$ cat src/rtl/td4_pkg.sv
// td4_pkg
//   Shared constants and the loader state type for the TD4 writable program
//   store. Imported by prog_mem and prog_loader.
//   Related build macro: PROG_LOADER_CHECKSUM_EN (see prog_loader.sv).
package td4_pkg;

  localparam int TD4_DEPTH  = 16;
  localparam int TD4_ADDR_W = 4;
  localparam int TD4_DATA_W = 8;

  // Explicit 3-bit encodings so the state vector stays stable across builds,
  // whether or not the CHECK state is reachable.
  typedef enum logic [2:0] {
    IDLE  = 3'd0,
    LOAD  = 3'd1,
    CHECK = 3'd2,
    DONE  = 3'd3,
    ERR   = 3'd4
  } loader_state_t;

endpackage

$ cat src/rtl/prog_mem.sv
// prog_mem
//   DEPTH x DATA_W instruction register file for the TD4 core.
//   Ports:
//     clk      - write clock, rising edge
//     n_reset  - asynchronous active-low clear; every word returns to 0x00 (nop)
//     we       - write enable
//     waddr    - write address
//     wdata    - write data
//     raddr    - combinational read address (CPU fetch)
//     rdata    - word at raddr, combinational
module prog_mem
  import td4_pkg::*;
#(
  parameter int DEPTH  = TD4_DEPTH,
  parameter int ADDR_W = TD4_ADDR_W,
  parameter int DATA_W = TD4_DATA_W
) (
  input  logic              clk,
  input  logic              n_reset,
  input  logic              we,
  input  logic [ADDR_W-1:0] waddr,
  input  logic [DATA_W-1:0] wdata,
  input  logic [ADDR_W-1:0] raddr,
  output logic [DATA_W-1:0] rdata
);

  logic [DATA_W-1:0] word_rd [DEPTH];

  // One register per word: the asynchronous clear rules out a RAM macro, and
  // keeping each word in its own block gives every register a single driver.
  generate
    for (genvar gi = 0; gi < DEPTH; gi++) begin : g_word
      logic [DATA_W-1:0] word_reg;

      always_ff @(posedge clk or negedge n_reset) begin
        if (!n_reset) begin
          word_reg <= '0;
        end else if (we && (waddr == ADDR_W'(gi))) begin
          word_reg <= wdata;
        end
      end

      assign word_rd[gi] = word_reg;
    end
  endgenerate

  assign rdata = word_rd[raddr];

endmodule

$ cat src/rtl/prog_loader.sv
// prog_loader
//   Write side of the TD4 16x8 program store. Accepts a byte stream over a
//   valid/ready handshake, writes it to addresses 0..DEPTH-1 in order and holds
//   the CPU in reset until a complete image is present.
//   Build macro: PROG_LOADER_CHECKSUM_EN - when defined, a checksum byte
//   (8-bit sum of the image) follows the image and a mismatch ends in ERR.
//   Ports:
//     clk, n_reset  - clock (rising edge), asynchronous active-low reset
//     start         - single-cycle request to begin a (re)load
//     in_valid      - load byte valid
//     in_data       - load byte
//     in_ready      - loader accepts a byte this cycle (registered)
//     address       - CPU fetch address
//     data          - instruction at address, combinational
//     cpu_hold      - keep CPU in reset while high
//     load_done     - complete valid image present
//     load_err      - last load failed its checksum
//     load_count    - image bytes accepted in current/last load (0..DEPTH)
module prog_loader
  import td4_pkg::*;
#(
  parameter int DEPTH  = TD4_DEPTH,
  parameter int ADDR_W = TD4_ADDR_W,
  parameter int DATA_W = TD4_DATA_W
) (
  input  logic              clk,
  input  logic              n_reset,
  input  logic              start,
  input  logic              in_valid,
  input  logic [DATA_W-1:0] in_data,
  output logic              in_ready,
  input  logic [ADDR_W-1:0] address,
  output logic [DATA_W-1:0] data,
  output logic              cpu_hold,
  output logic              load_done,
  output logic              load_err,
  output logic [ADDR_W:0]   load_count
);

  localparam logic [ADDR_W:0] LAST_IDX = (ADDR_W+1)'(DEPTH - 1);

  loader_state_t   state_reg, state_next;
  logic [ADDR_W:0] count_reg, count_next;
  logic            in_ready_reg;
  logic            xfer;
  logic            we;

`ifdef PROG_LOADER_CHECKSUM_EN
  logic [DATA_W-1:0] sum_reg, sum_next;
`endif

  assign xfer = in_valid && in_ready_reg;

  always_comb begin
    state_next = state_reg;
    count_next = count_reg;
    we         = 1'b0;
`ifdef PROG_LOADER_CHECKSUM_EN
    sum_next   = sum_reg;
`endif
    case (state_reg)
      IDLE, DONE, ERR: begin
        // Memory is deliberately left intact: the old image stays readable
        // until it is overwritten byte by byte.
        if (start) begin
          state_next = LOAD;
          count_next = '0;
`ifdef PROG_LOADER_CHECKSUM_EN
          sum_next   = '0;
`endif
        end
      end
      LOAD: begin
        // The count bound makes a 17th write impossible even if the state
        // register were ever corrupted.
        if (xfer && (count_reg <= LAST_IDX)) begin
          we         = 1'b1;
          count_next = count_reg + (ADDR_W+1)'(1);
`ifdef PROG_LOADER_CHECKSUM_EN
          sum_next   = sum_reg + in_data;
          if (count_reg == LAST_IDX) state_next = CHECK;
`else
          if (count_reg == LAST_IDX) state_next = DONE;
`endif
        end
      end
`ifdef PROG_LOADER_CHECKSUM_EN
      CHECK: begin
        // Checksum byte is consumed but never written to memory.
        if (xfer) state_next = (in_data == sum_reg) ? DONE : ERR;
      end
`endif
      default: state_next = IDLE;
    endcase
  end

  always_ff @(posedge clk or negedge n_reset) begin
    if (!n_reset) begin
      state_reg    <= IDLE;
      count_reg    <= '0;
      in_ready_reg <= 1'b0;
`ifdef PROG_LOADER_CHECKSUM_EN
      sum_reg      <= '0;
`endif
    end else begin
      state_reg    <= state_next;
      count_reg    <= count_next;
      // Registered from the next state so in_ready tracks the state with no
      // combinational path from in_valid.
      in_ready_reg <= (state_next == LOAD) || (state_next == CHECK);
`ifdef PROG_LOADER_CHECKSUM_EN
      sum_reg      <= sum_next;
`endif
    end
  end

  prog_mem #(
    .DEPTH  (DEPTH),
    .ADDR_W (ADDR_W),
    .DATA_W (DATA_W)
  ) u_mem (
    .clk     (clk),
    .n_reset (n_reset),
    .we      (we),
    .waddr   (count_reg[ADDR_W-1:0]),
    .wdata   (in_data),
    .raddr   (address),
    .rdata   (data)
  );

  assign in_ready   = in_ready_reg;
  assign cpu_hold   = (state_reg != DONE);
  assign load_done  = (state_reg == DONE);
`ifdef PROG_LOADER_CHECKSUM_EN
  assign load_err   = (state_reg == ERR);
`else
  assign load_err   = 1'b0;
`endif
  assign load_count = count_reg;

endmodule
$ cat config.mk
export PLATFORM = sky130hd
export DESIGN_NAME = prog_loader
export DESIGN_NICKNAME = d
export VERILOG_FILES = /design/src/rtl/td4_pkg.sv /design/src/rtl/prog_mem.sv /design/src/rtl/prog_loader.sv
export SDC_FILE = /design/constraint.sdc
export NUM_CORES = 1
export LEC_CHECK = 0
export CORE_ASPECT_RATIO = 1.1
export CORE_MARGIN = 2
export CORE_UTILIZATION = 55
export DETAILED_ROUTE_END_ITERATION = 12
export PLACE_DENSITY = 0.81
export SLEW_MARGIN = 20
export SYNTH_ARGS = -nofsm -noshare
export SYNTH_HDL_FRONTEND = slang
export SYNTH_SLANG_ARGS = --single-unit
$ cat constraint.sdc
create_clock -name clk -period 6.5 [get_ports clk]
set_clock_uncertainty 0.05 [all_clocks]
set_input_delay 0.65 -clock clk [delete_from_list [all_inputs] [get_ports clk]]
set_output_delay 0.65 -clock clk [all_outputs]
set_load 0.02 [all_outputs]
== Word level (Yosys, flattened, before mapping) ==
Index checks and enable logic that the tools add are counted.
Operators by class
  add/sub/neg operators: 1
  $lt $le $gt $ge: 2
  equality and inequality tests: 24
  mux-type cells: 12
  bitwise gates (word level): 1
  reduce and logical (&&, ||, !) cells: 24
Operator list (count)
  8-bit binary-select mux with 4-bit select: 1
  4-bit == test (second input constant): 8
  1-bit logical AND: 18
  4-bit by 3-bit == test with 1-bit output (second input constant): 4
  8-bit two-way mux: 2
  5-bit two-way mux: 2
  5-bit case mux with 2 select lines: 1
  3-bit two-way mux: 3
  4-bit by 2-bit == test with 1-bit output (second input constant): 2
  3-bit by 1-bit == test with 1-bit output (second input constant): 2
  3-bit by 2-bit == test with 1-bit output (second input constant): 2
  3-bit case mux with 2 select lines: 1
  5-bit by 1-bit adder with 5-bit output (second input constant): 1
  5-bit by 4-bit == test with 1-bit output (second input constant): 1
  5-bit greater-or-equal comparator (second input constant): 1
  5-bit by 4-bit <= comparator with 1-bit output (second input constant): 1
  4-bit inverter with 5-bit output: 1
  4-bit by 1-bit == test with 1-bit output (second input constant): 1
  4-bit logical NOT: 1
  2-bit inequality test (second input constant): 2
  3-bit == test (second input constant): 1
  3-bit logical NOT: 1
  3-bit by 2-bit inequality test with 1-bit output (second input constant): 1
  3-bit AND reduction: 1
  4 further kinds: 5
Word-level totals
  flip-flop bits (word level): 137
  input port bits: 16
  output and inout bits: 17
  logic and storage cells: 83

== Logic depth before layout (Yosys ltp) ==
  depth after elaboration: 6
  gate-level depth with buffers: 9
  mapped depth without buffers: 6

== Cells and area by module ==
A second synthesis with hierarchy kept.
Unflattened totals
  cell total of the unflattened synthesis: 408
  area, all modules: 6373.6 um^2
Modules (own cells, without submodules)
  prog_mem: times used 1, cells each 364, area an instance 5903.2 um^2, seq. area each 3203.1 um^2
  prog_loader: times used 1, cells each 44, area an instance 470.5 um^2, seq. area each 225.2 um^2

== Worst setup path after synthesis ==
No wires, ideal clock.
  kind: input to output
  from: in address[0]
  to: out data[1]
  arrival time: 2.031 ns
  required time: 5.800 ns
  path slack: 3.769 ns
  stages: 5
  buffers on the path: 2
  cell sequence: clkbuf_1 buf_2 mux4_2 a22oi_1 nand2_1
Between the ends
  longest elaborated chain between the ends: 4
Ends and longest elaborated chain
  from (decl): RTL line prog_loader.sv:32  | input logic [ADDR_W-1:0] address,
  4-bit inverter with 5-bit output (not written as such): RTL line prog_mem.sv:47  | assign rdata = word_rd[raddr];
  8-bit binary-select mux with 4-bit select: RTL line prog_mem.sv:47
  8-bit two-way mux (not written as such) (2 in series): RTL line prog_mem.sv:47
  to (decl): RTL line prog_loader.sv:33  | output logic [DATA_W-1:0] data,
Every way passes these cells. The select of a mux whose other input is x is not followed.

== Worst setup path in the final report ==
  from: in address[1]
  to: out data[2]
The elaborated chain is that of the path after synthesis.

==> results.md <==
- Netlist cell types: 41
- Top post-synthesis cells by area: dfrtp_1, mux2_2, mux4_2, a22oi_1, o2111ai_2
- Clk root buf: clkbuf_16
- Max cap viols: 0
- Setup TNS: 0 ps
- I/O pin count: 33
- Die Ht: about 120 um
- GP Congestion: 0.787
- Drt first pass iters: 4
- Via count: 3740
- Slew Viols, Final: 0
- Crit path time final: 3560 ps
- Highest net fanout along the worst path: 32
- Syn_area_per_cell: roughly 16 um2
- Min Hold Slack: 133 ps
- Vias per cell: approximately 6.2
- Worst Tran Pin Value: 812 ps
- Deepest clock path buffer count: 2
- Worst r2r path cells: 6
- # port buffers: 31
- Vias in the first global route: a little over 4000
- Synth warnings: 0
- Unrepaired setup endpoints after global routing: no
- Synth Flop Type: dfrtp_1
- Req. time, crit path: approximately 5800 ps
- Initial Utilization: 56.3%
- Final Hold Fails: 0
- Clock-pin slew on the worst setup and hold paths: 60 ps
- Status: finished clean
- Asr flop ratio synth: 100%
- Routed wire length: 13600 um
- #FFs+latches synth: between 100 and 150
- Startpoint types: input port
- Number of hold buffers added after cts: 0
- Iteration-0 DRC count of the detailed router: 220
- CTS-repair resized insts: 0
- TritonCTS clock tree: done
- GRT overflow: 0
- Remaining DRCs: 0
- Leak: 3.30 nW
- Most common cell after layout, fill and taps aside: dfrtp_1
- Synth Area in Adders: 0.971%
- TritonCTS buffer count: 17
- Hold crit path type: input port to asynchronous set/reset pin
- Reg-to-reg slack, setup: roughly 3400 ps
- Yosys top cell area share: a little over half
- Cell taking the most area after synthesis: dfrtp_1
- Crit end category: primary output
- Worst-Skew Late Latency: 420 ps
- Mux cell area share after synthesis: 33.6%
- Proportion of layout cells with a drive suffix above 1: 47.8%
- Final period util: 54.7%
- Max FFs per register: 128
- Initial antenna violation count: 0
- H-tree lvl count: 4
- Sequential fraction of the synthesis area: a little over half
- Slew headroom: between 40% and 50%
- Final setup violation count: 0
- Maximum clock frequency: 281 MHz
- Wire per inst: 22.6 um
- Reg-to-reg endpoint: u_mem.g_word[11].word_reg[0]$_DFFE_PN0P_
- Area Growth Syn to Fin: 15.5%
- Worst R2R Start: load_count[0]$_DFFE_PN0P_
- N_diodes: 0
- DP HPWL: 8650 um
- Syn_nets: between 400 and 500
- Setup CP Type: input port to primary output
- Core Area: 11400 um2
- Worst Path Arrival: about 2900 ps
- Most used cells in the layout excluding fill and tap cells: dfrtp_1, mux2_2, mux4_2
- Postcts setup bufs: 0
- Maximum vdd drop: about 0.22 mV
- Synth Area in Simple Gates: under 10%
- Mapped Area: approximately 6400 um2
- Compound-gate portion of the synthesized area: 5.32%
- Post-synth EDFFs: 0
- Pwr/cell area: 457 nW/um2
- Post-DRT Antenna Nets: 0
- DIE WIDTH: around 110 um
- Clk sinks: 137
- Die area: 12600 um2
- Synth Instances: 414
- First-pass GRT wire length: 22300 um
- Largest net degree at the start of global routing: 83
- Largest family of logic cells by synthesized area: multiplexers
- All-Layer GR Usage: 23.8%
- Nets: 460
- Xor/xnor share of the synthesized area: 0%
- # rows: between 40 and 50
[per-layer routing]
layer / GRT usage [%] / part of all wire [%]
met5: 0 / 0
met4: 9.25 / 2.2
met3: 5.59 / 3.4
met2: 37.9 / 52
met1: 31.8 / 42
[report_power, final]
group / switching [mW] / internal [mW] / leakage (nW) / total [mW]
clock: 0.365 / 0.654 / 0.306 / 1.02
sequential: 0.222 / 1.22 / 1.75 / 1.44
combinational: 0.386 / 0.557 / 1.24 / 0.943
total: 0.974 / 2.43 / 3.30 / 3.40
[worst max-delay path, stage by stage]
cell	delay, ps
clkdlybuf4s50_1	460
buf_4	420
mux4_2	380
a22oi_1	280
nand2_1	110
clkdlybuf4s50_1	540
[cell usage after synthesis, types with 2 or more instances]
cell       instances
a21oi_1            3
a22oi_1           16
and2_1             3
and3_1             3
buf_1              2
buf_2              5
buf_6              5
clkbuf_1          14
dfrtp_1          137
ha_1               5
inv_1              5
mux2_2           127
mux4_2            32
nand2_1            9
nand3_1            2
nand3_2            5
nor2_1             5
nor2b_1            5
o2111ai_2          5
o211ai_2           2
o21ai_0            3
o2bb2ai_1          2
[cell type report]
class | instances | area [um2]
Sequential cell | 137 | 3430
Multi-Input combinational cell | 244 | 2840
Inverter | 5 | 18.8
Tap cell | 150 | 188
Timing Repair Buffer | 34 | 333
Fill cell | 790 | 4000
Clock inverter | 14 | 198
Clock buffer | 18 | 439
[kinds of logic (layout without fill, tap and decap cells)]
logic type      Yosys count  after routing
other cells               1              1
compound gates           38             38
simple gates             40             40
flops                   137            137
fa+ha+maj                 5              5
buf+inv                  33             71
mux                     160            160
[per-stage QoR]
step	setup slack (ps)	total power [mW]	cells	util [%]	instance area [um2]
floorplan	3770	2.10	414	-	6440
global placement	2980	2.31	570	59.4	6800
detailed placement	2980	2.38	570	59.4	6800
CTS	2930	3.41	602	65.0	7440
global route	2880	3.57	602	65.0	7440
finish	2940	3.40	602	65.0	7440
[worst max-delay path by stage]
stage	start	endpoint	slack [ps]	cells past startpoint
after floorplan	address[0]	data[1]	3770	5
after global placement	address[1]	data[3]	2980	6
after detailed placement	address[1]	data[2]	2980	6
after CTS	address[1]	data[2]	2930	6
after global routing	address[2]	data[2]	2880	5
final	address[1]	data[2]	2940	6
(Power assumes the default switching activity.)
